--- config.mk ---
export PLATFORM = sky130hd
export DESIGN_NAME = fetch_stage
export DESIGN_NICKNAME = d
export VERILOG_FILES = /design/src/rtl/fetch_stage.sv
export SDC_FILE = /design/constraint.sdc
export NUM_CORES = 1
export LEC_CHECK = 0
export ABC_AREA = 1
export CORE_ASPECT_RATIO = 0.8
export CORE_UTILIZATION = 47
export DETAILED_ROUTE_END_ITERATION = 8
export PLACE_DENSITY = 0.88
export SLEW_MARGIN = 20
export SYNTH_ARGS = -nofsm -noshare
export SYNTH_HDL_FRONTEND = slang
export SYNTH_SLANG_ARGS = --single-unit
--- constraint.sdc ---
create_clock -name clk -period 2.1 [get_ports clk]
set_clock_uncertainty 0.05 [all_clocks]
set_input_delay 0.21 -clock clk [delete_from_list [all_inputs] [get_ports clk]]
set_output_delay 0.21 -clock clk [all_outputs]
set_load 0.01 [all_outputs]
--- src/rtl/fetch_stage.sv ---
// fetch_stage
// Instruction-fetch stage: owns the program counter, drives the instruction
// memory address and registers each fetched word into the IF/ID register.
// Redirects from EX override stalls and halts. A fetched halt word freezes
// fetch until a redirect or a reset arrives.

module fetch_stage #(
   parameter int              PC_W       = 32,
   parameter logic [PC_W-1:0] RESET_PC   = '0,
   parameter logic [31:0]     HALT_INSTR = 32'h0000_0000,
   parameter logic [31:0]     NOP_INSTR  = 32'h0000_0013
) (
   input  logic            clk,
   input  logic            reset,
   input  logic            stall,
   input  logic            redirect,
   input  logic [PC_W-1:0] redirect_pc,
   output logic [PC_W-1:0] imem_addr,
   input  logic [31:0]     imem_rdata,
   output logic [PC_W-1:0] pc,
   output logic [PC_W-1:0] id_pc,
   output logic [31:0]     id_instr,
   output logic [6:0]      id_opcode,
   output logic            id_valid,
   output logic            halted,
   output logic [31:0]     fetch_count
);

   // Fetch either runs normally or sits frozen after fetching the halt word.
   typedef enum logic {
      ST_RUN  = 1'b0,
      ST_HALT = 1'b1
   } fetchState_t;

   fetchState_t     r_state;
   fetchState_t     w_stateNext;

   logic [PC_W-1:0] r_pc;
   logic [PC_W-1:0] r_idPc;
   logic [31:0]     r_idInstr;
   logic            r_idValid;
   logic [31:0]     r_fetchCount;

   logic [PC_W-1:0] w_pcNext;
   logic [PC_W-1:0] w_idPcNext;
   logic [31:0]     w_idInstrNext;
   logic            w_idValidNext;
   logic [31:0]     w_fetchCountNext;

   logic [PC_W-1:0] w_pcPlus4;
   logic [PC_W-1:0] w_redirectTarget;
   logic            w_isHaltWord;

   // Sequential PC increment wraps naturally modulo 2^PC_W; redirect targets
   // are forced onto a word boundary by clearing the two low bits.
   assign w_pcPlus4        = r_pc + PC_W'(4);
   assign w_redirectTarget = redirect_pc & ~(PC_W'(3));
   assign w_isHaltWord     = (imem_rdata == HALT_INSTR);

   // State register: synchronous active-low reset puts everything back to
   // the power-on values regardless of stall, redirect or halt.
   always_ff @(posedge clk) begin
      if (!reset) begin
         r_state      <= ST_RUN;
         r_pc         <= RESET_PC;
         r_idPc       <= '0;
         r_idInstr    <= NOP_INSTR;
         r_idValid    <= 1'b0;
         r_fetchCount <= '0;
      end else begin
         r_state      <= w_stateNext;
         r_pc         <= w_pcNext;
         r_idPc       <= w_idPcNext;
         r_idInstr    <= w_idInstrNext;
         r_idValid    <= w_idValidNext;
         r_fetchCount <= w_fetchCountNext;
      end
   end

   // Next-state selection in priority order: redirect, halted, stall,
   // halt-word fetch, then normal sequential fetch. Everything holds by default.
   always_comb begin
      w_stateNext      = r_state;
      w_pcNext         = r_pc;
      w_idPcNext       = r_idPc;
      w_idInstrNext    = r_idInstr;
      w_idValidNext    = r_idValid;
      w_fetchCountNext = r_fetchCount;

      if (redirect) begin
         // A halt seen on the wrong path is discarded by the redirect.
         w_stateNext   = ST_RUN;
         w_pcNext      = w_redirectTarget;
         w_idInstrNext = NOP_INSTR;
         w_idValidNext = 1'b0;
      end else if (r_state == ST_HALT) begin
         w_idInstrNext = NOP_INSTR;
         w_idValidNext = 1'b0;
      end else if (stall) begin
         w_pcNext = r_pc;
      end else if (w_isHaltWord) begin
         w_stateNext   = ST_HALT;
         w_idInstrNext = NOP_INSTR;
         w_idValidNext = 1'b0;
      end else begin
         w_pcNext         = w_pcPlus4;
         w_idPcNext       = r_pc;
         w_idInstrNext    = imem_rdata;
         w_idValidNext    = 1'b1;
         w_fetchCountNext = r_fetchCount + 32'd1;
      end
   end

   // The stage does no decoding: the opcode is just the raw low seven bits,
   // so bubbles present the NOP opcode and downstream qualifies with id_valid.
   assign imem_addr   = r_pc;
   assign pc          = r_pc;
   assign id_pc       = r_idPc;
   assign id_instr    = r_idInstr;
   assign id_opcode   = r_idInstr[6:0];
   assign id_valid    = r_idValid;
   assign halted      = (r_state == ST_HALT);
   assign fetch_count = r_fetchCount;

endmodule

==> impl_metrics.ini <==
[yosys]
syn_inst = 1135
syn_area_um2 = 7130
synth_edf_count = 0
yosysTopAreaCell = dfxtp_1
yosysTopAreaCellShare_pct = 35.4
ys_seq_elements = 126
synth.avg_cell_area_um2 = 6.28
synth_common_cells = nand2_1, nor2_1, dfxtp_1
yosysSeqAreaShare_pct = 35.4
ys_warn_count = 0
ys.flop_type = dfxtp_1
synthTopCellsByArea = dfxtp_1, nand2_1, nor2_1
synth.distinct_cells = 33
async_flop_share_pct = 0
yosys.cell_count.top_type = nand2_1

[setup_path]
critPathSlowestCell = dfxtp_1
worstPathMaxFanout = 6
path_cells = ha_2 -> nand3_1 -> inv_1 -> nand2_1 -> nor2_1 -> xor2_1 -> nand3_1 -> a21oi_1
crit_type = flop to flop
crit_path_frequent_cell = nand3_1
ff2ff_path_depth = 8
crit_path_start_kind = flop
end_kind = flop
max_stage_delay_ns = 0.44
worstPathArrival_ns = 2.23
required_ns = 2.40

[cts]
ctsRootBufferMaster = clkbuf_16
hold_buffers = 0
htreeDepth = 4
cts_tree = built
insertion_delay_ns = 0.42
cts_buffers = 17
clock_tree.buffer_depth = 2
clk_transition_reported_paths_ns = 0.06
cts_num_sinks = 126

[power_and_ir_drop]
p_per_area_nw_per_um2 = 661
ir_worst_vdd_uv = 655
p_int_w = 0.00490
combPwrFrac_pct = 15.1
pwr-share-clk_pct = 45.7
leakagePower_nw = 3.83
p_switching_w = 0.00170
seqPwrFrac_pct = 39.2
switching_share_pct = 25.8
total_power_w = 0.00660

[layout]
layout.nets = 1394
layout.cells.non_filler = 1520
area_growth_pct = 40.0
seq_area_um2 = 2520
multi_input_comb_area_um2 = 3810
n_fill_cell = 1214
diodes = 0
layout-drive-gt1-share_pct = 6.14
final_core_util_pct = 68.7

[die]
row_count = 39
start_util_pct = 49.0
die-area_um2 = 15700
dieHeight_um = 112
dieWidth_um = 140
io_pins = 237
core_um2 = 14500

[detailed_routing]
ant_nets = 0
routedWlPerCell_um = 14.7
drcViolationCount = 0
vias = 8014
via_per_inst = 5.27
wirelength_um = 22300
drt_pre_antenna_iters = 7
drt_iter0_drc = 656

[sta]
hold_viol = 0
finalMaxSlewViolations = 0
tightestPinTransition_ns = 0.505
max_slew_margin_pct = 66.2
period_minus_slack_ns = 1.94
post-route-period-util_pct = 92.2
rsz0062_at_grt = false
fmax_ghz = 0.516
setup_viol = 0

[global_route]
grt_overflow = 0
grt_pass1_vias = 7411
antenna_found_initial = 0
grtUsageTotal_pct = 28.5
grt_pass1_wl_um = 35800
grt_max_degree = 56

[status]
status = completed

[place]
place.gp.congestion = 0.947
dp.cells = 1489
place_hpwl_um = 16100
io_buffers = 228

[hold_path]
hold_depth = 3
hold_class = input port to flop

[run]
max_cap_violations = 0
-- registers in the layout, indices dropped and copies added, names as in the netlist --
name         count
id_valid         1
imem_addr       30
id_instr        32
fetch_count     32
id_pc           30
halted           1
-- routing by layer --
layer	up-vias	share of wire, %	track usage, %
li1	3936	-	-
met1	3641	41	34.7
met2	408	47	47.6
met3	29	11	8.75
met4	0	1.5	10.5
met5	-	0	0
-- through the flow --
| step | TNS, ns | hold WS (ns) | setup slack, ns | instance area (um^2) |
|---|---|---|---|---|
| 3_5_place_dp | -1.60 | 0.402 | -0.0655 | 9390 |
| 4_1_cts | 0 | 0.310 | 0.166 | 9980 |
| 3_3_place_gp | -0.512 | 0.392 | -0.0182 | 9390 |
| 2_1_floorplan | 0 | 0.290 | 0.415 | 7150 |
| 5_1_grt | 0 | 0.327 | 0.0293 | 9990 |
| 6_report | 0 | 0.325 | 0.163 | 9990 |
-- worst max-delay path, delay by kind of cell, from the launching register on --
kind,cells,cell delay (ns)
AO/OA/AOI/OAI,1,0.14
XOR/XNOR,1,0.18
adder cells (fa/ha/maj),1,0.30
buffers and inverters,1,0.15
flip-flops,1,0.44
AND/OR/NAND/NOR,4,0.59
-- final timing paths --
| check | startpoint | to | slack [ns] |
|---|---|---|---|
| setup / recovery | fetch_count[1] | fetch_count[16] | 0.16 |
| hold / removal | imem_rdata[20] | id_instr[20] | 0.33 |
| setup reg to reg | fetch_count[1] | fetch_count[16] | 0.16 |
| hold reg to reg | id_pc[11] | id_pc[11] | 0.41 |
-- power by group through the flow --
| stage | clock (W) | sequential, W | combinational (W) |
|---|---|---|---|
| after floorplan | 0 | 0.00266 | 0.000485 |
| after detailed placement | 0 | 0.00264 | 0.000985 |
| after CTS | 0.00305 | 0.00259 | 0.000993 |
| final | 0.00301 | 0.00259 | 0.000997 |
| after global placement | 0 | 0.00263 | 0.000967 |
| after global routing | 0.00314 | 0.00260 | 0.00108 |
-- area by class of cell --
type                       instances  area share (%)
timing repair buffer             257            26.2
clock inverter                    11            1.42
sequential                       126            25.3
clock buffer                      20            4.57
inverter                          56            2.11
tap                              184            2.31
multi-input combinational        866            38.2
-- kinds of logic (layout without fill, tap and decap cells) --
family	count (synthesis)	after routing	share of synthesized area, %
AND/OR/NAND/NOR	725	725	42.3
buffers and inverters	148	344	11.5
flip-flops	126	126	35.4
AO/OA/AOI/OAI	115	115	8.23
XOR/XNOR	17	17	2.09
adder cells (fa/ha/maj)	2	2	0.351
other	1	6	0.0526
multiplexers	1	1	0.140
-- what timing repair did --
item,CTS,global route
resized for setup,0,1
setup buffers,0,0
endpoints found under the setup margin,0,1
-- placed cells by master, fill, tap and decap left out, types with 15 or more instances in the layout --
master,n
clkbuf_16,17
nor2_1,161
buf_4,20
o21ai_0,15
nand2_1,423
a21oi_1,94
inv_1,53
dfxtp_1,126
clkdlybuf4s50_1,228
nand3_1,100
nand3b_1,15
Note: power is estimated with default switching activity, not from simulation.
